===== src/rtl/mem_dados_arbiter_pkg.sv =====
// Shared widths and enums for the data-memory arbiter slice.
package mem_dados_pkg;

  localparam int unsigned MEM_ADDR_W = 4;
  localparam int unsigned MEM_DATA_W = 4;

  typedef enum logic {ST_IDLE, ST_CLEAR} arb_state_t;
  typedef enum logic {SEL_A, SEL_B} sel_t;

endpackage


===== src/rtl/mem_dados_arbiter_if.sv =====
// One requester's access channel into the data-memory arbiter.
interface mem_dados_arbiter_if #(
  parameter int unsigned ADDR_W = mem_dados_pkg::MEM_ADDR_W,
  parameter int unsigned DATA_W = mem_dados_pkg::MEM_DATA_W
);

  logic              req;
  logic              we;
  logic [ADDR_W-1:0] addr;
  logic [DATA_W-1:0] wdata;
  logic              gnt;
  logic              rvalid;
  logic [DATA_W-1:0] rdata;

  modport master (
    output req, we, addr, wdata,
    input  gnt, rvalid, rdata
  );

  modport slave (
    input  req, we, addr, wdata,
    output gnt, rvalid, rdata
  );

endinterface


===== src/rtl/mem_dados_arbiter_rr_arb2.sv =====
// Two-way round-robin grant: on conflict the side not granted last wins.
module rr_arb2
  import mem_dados_pkg::*;
(
  input  logic req_a,
  input  logic req_b,
  input  sel_t last_grant,
  output logic gnt_a_c,
  output logic gnt_b_c
);

  // Grant decision, purely combinational
  always_comb begin
    gnt_a_c = 1'b0;
    gnt_b_c = 1'b0;
    if (req_a && req_b) begin
      if (last_grant == SEL_A) gnt_b_c = 1'b1;
      else                     gnt_a_c = 1'b1;
    end else begin
      gnt_a_c = req_a;
      gnt_b_c = req_b;
    end
  end

endmodule


===== src/rtl/mem_dados_arbiter.sv =====
// Arbiter/sequencer sharing the single data-memory port between requesters
// A and B. Optional memory clear sweep compiled in with MEM_CLEAR_EN.
module mem_dados_arbiter
  import mem_dados_pkg::*;
#(
  parameter int unsigned ADDR_W = MEM_ADDR_W,
  parameter int unsigned DATA_W = MEM_DATA_W
) (
  input  logic                      clock,
  input  logic                      reset,
  mem_dados_arbiter_if.slave        port_a,
  mem_dados_arbiter_if.slave        port_b,
  input  logic                      clear_start,
  output logic                      busy,
  output logic [ADDR_W-1:0]         mem_endereco,
  output logic                      mem_write,
  output logic                      mem_read,
  output logic [DATA_W-1:0]         mem_dado_in,
  input  logic [DATA_W-1:0]         mem_dado_out
);

  arb_state_t        state;
  arb_state_t        next_state;
  sel_t              last_grant;
  logic              arb_a_c;
  logic              arb_b_c;
  logic              gnt_a_c;
  logic              gnt_b_c;
  logic              clear_go_c;
  logic              rvalid_a_q;
  logic              rvalid_b_q;
  logic [DATA_W-1:0] rdata_a_q;
  logic [DATA_W-1:0] rdata_b_q;

  rr_arb2 u_rr (
    .req_a      (port_a.req),
    .req_b      (port_b.req),
    .last_grant (last_grant),
    .gnt_a_c    (arb_a_c),
    .gnt_b_c    (arb_b_c)
  );

`ifdef MEM_CLEAR_EN
  localparam logic [ADDR_W-1:0] CLR_LAST = '1;

  logic [ADDR_W-1:0] clr_cnt;

  assign clear_go_c = clear_start;
  assign busy       = (state == ST_CLEAR);

  // Sweep address counter, wraps to 0 after the last location
  always_ff @(posedge clock or posedge reset) begin
    if (reset)                  clr_cnt <= '0;
    else if (state == ST_CLEAR) clr_cnt <= clr_cnt + ADDR_W'(1);
  end

  // Next-state: enter sweep on clear_start, leave after the last write
  always_comb begin
    next_state = state;
    case (state)
      ST_IDLE:  if (clear_start)           next_state = ST_CLEAR;
      ST_CLEAR: if (clr_cnt == CLR_LAST)   next_state = ST_IDLE;
      default:                             next_state = ST_IDLE;
    endcase
  end
`else
  logic unused_clear_start;

  assign unused_clear_start = clear_start;
  assign clear_go_c         = 1'b0;
  assign busy               = 1'b0;

  // Next-state: only the idle state exists in this build
  always_comb begin
    next_state = ST_IDLE;
  end
`endif

  // State register
  always_ff @(posedge clock or posedge reset) begin
    if (reset) state <= ST_IDLE;
    else       state <= next_state;
  end

  // Output decode: grants and memory port drive
  always_comb begin
    gnt_a_c      = 1'b0;
    gnt_b_c      = 1'b0;
    mem_endereco = '0;
    mem_write    = 1'b0;
    mem_read     = 1'b0;
    mem_dado_in  = '0;
    case (state)
      ST_IDLE: begin
        if (!clear_go_c) begin
          gnt_a_c = arb_a_c;
          gnt_b_c = arb_b_c;
          if (arb_a_c) begin
            mem_endereco = port_a.addr;
            mem_write    = port_a.we;
            mem_read     = !port_a.we;
            mem_dado_in  = port_a.we ? port_a.wdata : '0;
          end else if (arb_b_c) begin
            mem_endereco = port_b.addr;
            mem_write    = port_b.we;
            mem_read     = !port_b.we;
            mem_dado_in  = port_b.we ? port_b.wdata : '0;
          end
        end
      end
`ifdef MEM_CLEAR_EN
      ST_CLEAR: begin
        mem_endereco = clr_cnt;
        mem_write    = 1'b1;
      end
`endif
      default: ;
    endcase
  end

  // Remember who was served last; hold when nobody was granted
  always_ff @(posedge clock or posedge reset) begin
    if (reset)        last_grant <= SEL_B;
    else if (gnt_a_c) last_grant <= SEL_A;
    else if (gnt_b_c) last_grant <= SEL_B;
  end

  // Read capture for requester A
  always_ff @(posedge clock or posedge reset) begin
    if (reset) begin
      rvalid_a_q <= 1'b0;
      rdata_a_q  <= '0;
    end else begin
      rvalid_a_q <= gnt_a_c && !port_a.we;
      if (gnt_a_c && !port_a.we) rdata_a_q <= mem_dado_out;
    end
  end

  // Read capture for requester B
  always_ff @(posedge clock or posedge reset) begin
    if (reset) begin
      rvalid_b_q <= 1'b0;
      rdata_b_q  <= '0;
    end else begin
      rvalid_b_q <= gnt_b_c && !port_b.we;
      if (gnt_b_c && !port_b.we) rdata_b_q <= mem_dado_out;
    end
  end

  assign port_a.gnt    = gnt_a_c;
  assign port_b.gnt    = gnt_b_c;
  assign port_a.rvalid = rvalid_a_q;
  assign port_b.rvalid = rvalid_b_q;
  assign port_a.rdata  = rdata_a_q;
  assign port_b.rdata  = rdata_b_q;

endmodule


===== src/flat_wrapper.sv =====
// flat-port wrapper written by rule: the top's interface ports become plain ports
module mem_dados_arbiter_flat import mem_dados_pkg::*;
#(
  parameter int unsigned ADDR_W = MEM_ADDR_W,
  parameter int unsigned DATA_W = MEM_DATA_W
)
  (clock, reset, clear_start, busy, mem_endereco, mem_write, mem_read, mem_dado_in, mem_dado_out, port_a_req, port_a_we, port_a_addr, port_a_wdata, port_a_gnt, port_a_rvalid, port_a_rdata, port_b_req, port_b_we, port_b_addr, port_b_wdata, port_b_gnt, port_b_rvalid, port_b_rdata);
  mem_dados_arbiter_if #(.ADDR_W(ADDR_W), .DATA_W(DATA_W)) port_a_i ();
  mem_dados_arbiter_if #(.ADDR_W(ADDR_W), .DATA_W(DATA_W)) port_b_i ();
  input  logic clock;
  input  logic reset;
  input  logic clear_start;
  output logic busy;
  output logic [ADDR_W-1:0] mem_endereco;
  output logic mem_write;
  output logic mem_read;
  output logic [DATA_W-1:0] mem_dado_in;
  input  logic [DATA_W-1:0] mem_dado_out;
  input wire logic [$bits(port_a_i.req)-1:0] port_a_req;
  input wire logic [$bits(port_a_i.we)-1:0] port_a_we;
  input wire logic [$bits(port_a_i.addr)-1:0] port_a_addr;
  input wire logic [$bits(port_a_i.wdata)-1:0] port_a_wdata;
  output wire logic [$bits(port_a_i.gnt)-1:0] port_a_gnt;
  output wire logic [$bits(port_a_i.rvalid)-1:0] port_a_rvalid;
  output wire logic [$bits(port_a_i.rdata)-1:0] port_a_rdata;
  input wire logic [$bits(port_b_i.req)-1:0] port_b_req;
  input wire logic [$bits(port_b_i.we)-1:0] port_b_we;
  input wire logic [$bits(port_b_i.addr)-1:0] port_b_addr;
  input wire logic [$bits(port_b_i.wdata)-1:0] port_b_wdata;
  output wire logic [$bits(port_b_i.gnt)-1:0] port_b_gnt;
  output wire logic [$bits(port_b_i.rvalid)-1:0] port_b_rvalid;
  output wire logic [$bits(port_b_i.rdata)-1:0] port_b_rdata;
  assign port_a_i.req = port_a_req;
  assign port_a_i.we = port_a_we;
  assign port_a_i.addr = port_a_addr;
  assign port_a_i.wdata = port_a_wdata;
  assign port_a_gnt = port_a_i.gnt;
  assign port_a_rvalid = port_a_i.rvalid;
  assign port_a_rdata = port_a_i.rdata;
  assign port_b_i.req = port_b_req;
  assign port_b_i.we = port_b_we;
  assign port_b_i.addr = port_b_addr;
  assign port_b_i.wdata = port_b_wdata;
  assign port_b_gnt = port_b_i.gnt;
  assign port_b_rvalid = port_b_i.rvalid;
  assign port_b_rdata = port_b_i.rdata;
  mem_dados_arbiter #(.ADDR_W(ADDR_W), .DATA_W(DATA_W)) u_core (.clock(clock), .reset(reset), .port_a(port_a_i), .port_b(port_b_i), .clear_start(clear_start), .busy(busy), .mem_endereco(mem_endereco), .mem_write(mem_write), .mem_read(mem_read), .mem_dado_in(mem_dado_in), .mem_dado_out(mem_dado_out));
endmodule

===== config.mk =====
export PLATFORM = sky130hd
export DESIGN_NAME = mem_dados_arbiter_flat
export DESIGN_NICKNAME = d
export VERILOG_FILES = /design/src/rtl/mem_dados_arbiter_pkg.sv /design/src/rtl/mem_dados_arbiter_if.sv /design/src/rtl/mem_dados_arbiter_rr_arb2.sv /design/src/rtl/mem_dados_arbiter.sv /design/src/flat_wrapper.sv
export SDC_FILE = /design/constraint.sdc
export NUM_CORES = 1
export LEC_CHECK = 0
export BUFFER_PORTS_ARGS = -buffer_cell sky130_fd_sc_hd__buf_2
export CORE_MARGIN = 4
export CORE_UTILIZATION = 33
export CTS_BUF_LIST = sky130_fd_sc_hd__clkbuf_16
export CTS_CLUSTER_DIAMETER = 120
export DETAILED_ROUTE_END_ITERATION = 10
export HOLD_SLACK_MARGIN = 0.1
export PLACE_DENSITY = 0.74
export SYNTH_ARGS = -nofsm -noshare
export SYNTH_HDL_FRONTEND = slang
export SYNTH_SLANG_ARGS = --single-unit

===== constraint.sdc =====
create_clock -name clock -period 1.43 [get_ports clock]
set_input_delay 0.2145 -clock clock [delete_from_list [all_inputs] [get_ports clock]]
set_output_delay 0.2145 -clock clock [all_outputs]
set_load 0.01 [all_outputs]

==> flow_summary.ini <==
[routing]
vias = 535
first_iter_violations = 4
vias_per_cell = 4.39
drt_wl_total_microns = 1460
wire_per_inst_microns = 12.0
final_antenna_net_count = 0
drc_errors = 0
dr.pass1.iters = 2

[critical_path]
reg2reg_depth = 6
max_stage_delay_ps = 380
critical_path.startpoint_type = flip-flop
critPathCaptureType = output pin
cp_slowest_cell = dfstp_2
critPathKind = reg2out
cp_max_fo = 4
path_cells = nand2b_4 -> and3b_2 -> buf_6 -> or2_1 -> buf_2
cp.arrival_ps = 1430
critPathRequiredTime_ps = 1220

[global_routing]
grt_pass1_vias = 572
grt_usage_pct = 12.4
grt_pass1_wl_microns = 2390
met3_usage_pct = 3.56
grt.busiest_layer = met2
antenna_found_initial = 0
grt_max_degree = 12
gr-total-overflow = 0
use_met2_pct = 23.0
grt.met1_usage_pct = 12.8

[sta]
finalSetupTns_ps = -2110
post-route-period-util_pct = 115
clock_skew_ps = 0.703
setup_viol_count_final = 15
report.final.slew_viol_count = 0
worst_hold_slack_ps = 213
timing.final.ws_setup_ps = -219
hold_viol = 0
grt_setup_unrepaired = true
fmax_mhz = 606
post-route-min-period_ps = 1650

[synthesis]
synth-adder-area-share_pct = 0
ys_warn_count = 0
yosysSeqAreaShare_pct = 46.1
postSynthCellCount = 44
syn_area_per_cell_sq_um = 13.6
synth_top_family_by_area = multiplexers
synth_compound_area_share_pct = 15.7
syn-cell-area_sq_um = 599
ys_seq_elements = 11
muxShareOfSynthArea_pct = 20.0
synth_simple_gate_area_share_pct = 10.4
synth-xor-area-share_pct = 0
synth.distinct_cells = 19
syn_nets = 71

[clock_network]
cts-buffers-inserted = 3
clock-sinks = 11
root_buffer = clkbuf_16
worstSkewPairLatency_ps = 230
clockBufferDepth = 2
cts_tree = done
path_clk_slew_ps = 40
cts_max_level = 1

[run_status]
status = complete, but fails checks
violations = negative setup slack

[power_and_ir_drop]
p_total_mw = 1.23
powerDensity_nw_per_um2 = 1240
irDropWorstVdd_v = 0.000565
p_leak_nw = 0.555

[hold_path]
hold_path_depth = 2
hold_class = in2reg

[placement]
dpl_cell_area_sq_um = 853
io_buffers = 47
routabilityCongestion = 0.694
dp.cells = 115
dp_hpwl_microns = 1180
place_ws_ps = 0.569

[cells_and_area]
stdcell_area_sq_um = 988
drive_gt1_share_pct = 74.2
fin_cells = 122
insertedDiodeCount = 0
nets = 125
utilization_pct = 57.2
area_growth_pct = 64.9

[run]
cap_viol_max_count = 0

[die]
core_sq_um = 1730
pin_count = 50
dieArea_sq_um = 2560
rows = 15
die_h_microns = 50.6
start_util_pct = 34.7
die_x_microns = 50.6
[critical path, delay by kind of cell, from the launching register on]
kind	cells	cell delay, ps
buffers and inverters	2	250
AND/OR/NAND/NOR	3	570
flip-flops	1	380
[layer usage]
layer	share of wire [%]	vias to the layer above	wire, microns
met5	0	-	0
met4	1.0	0	15
met2	50	38	728
li1	-	258	-
met3	11	2	161
met1	38	237	557
[sequential cells by signal, summed over array words and instances, names as in the netlist]
register,cells
u_core.port_a.rdata,4
u_core.port_b.rdata,4
u_core.last_grant,1
u_core.port_a.rvalid,1
u_core.port_b.rvalid,1
[cell usage after synthesis]
library cell	instances	area (sq um)
a21boi_4	1	18.8
dfrtp_1	10	250
nor2b_4	1	13.8
mux2_4	8	120
dfstp_2	1	26.3
buf_4	1	7.51
and2_2	1	7.51
nand2b_1	1	6.26
conb_1	1	3.75
buf_6	2	22.5
and2_1	1	6.26
a22o_1	8	70.1
and3_2	1	7.51
clkbuf_2	1	5.00
inv_1	2	7.51
or2_1	1	6.26
or2_2	1	6.26
and3b_1	1	8.76
o21ai_0	1	5.00
[report_power, final]
group / total, mW / switching, mW / internal [mW]
logic: 0.340 / 0.139 / 0.201
registers: 0.401 / 0.0311 / 0.370
clock network: 0.489 / 0.123 / 0.366
[area by class of cell]
| cell class | instances | area (sq um) |
|---|---|---|
| clock buffers | 3 | 75.1 |
| clock inverters | 1 | 3.75 |
| fillers | 151 | 738 |
| inverters | 2 | 7.51 |
| multi-input cells | 27 | 298 |
| flip-flops and latches | 11 | 277 |
| well taps | 25 | 31.3 |
| repair buffers | 53 | 297 |
[kinds of logic after synthesis]
family,Yosys count
buffers and inverters,6
AO/OA/AOI/OAI,10
flip-flops,11
multiplexers,8
other,1
AND/OR/NAND/NOR,8
[timing repair]
| action | CTS | global route |
|---|---|---|
| setup endpoints to repair | 14 | 15 |
| gates resized for setup | 5 | 3 |
| hold buffers | 1 | 0 |
| endpoints found under the hold margin | 10 | 0 |
| pin swaps | 5 | 5 |
| setup buffers | 2 | 1 |
[final timing paths]
| check | end | start | slack [ps] |
|---|---|---|---|
| setup / recovery | mem_read | u_core.last_grant | -220 |
| min in group asynchronous | u_core.port_b.rdata[0] | reset | 500 |
| max in group asynchronous | u_core.last_grant | reset | 610 |
| hold / removal | u_core.port_b.rvalid | port_b_we | 210 |
| setup reg to reg | u_core.port_a.rdata[0] | u_core.last_grant | -140 |
| hold reg to reg | u_core.port_a.rdata[2] | u_core.port_a.rdata[2] | 500 |
[placed cells by master (no fill, tap or decap), types with 3 or more instances in the layout]
cell / count
buf_2: 46
dfrtp_1: 10
mux2_4: 8
a22o_1: 8
inv_1: 3
clkbuf_16: 3
buf_6: 3
buf_4: 3
(Power assumes the default switching activity.)
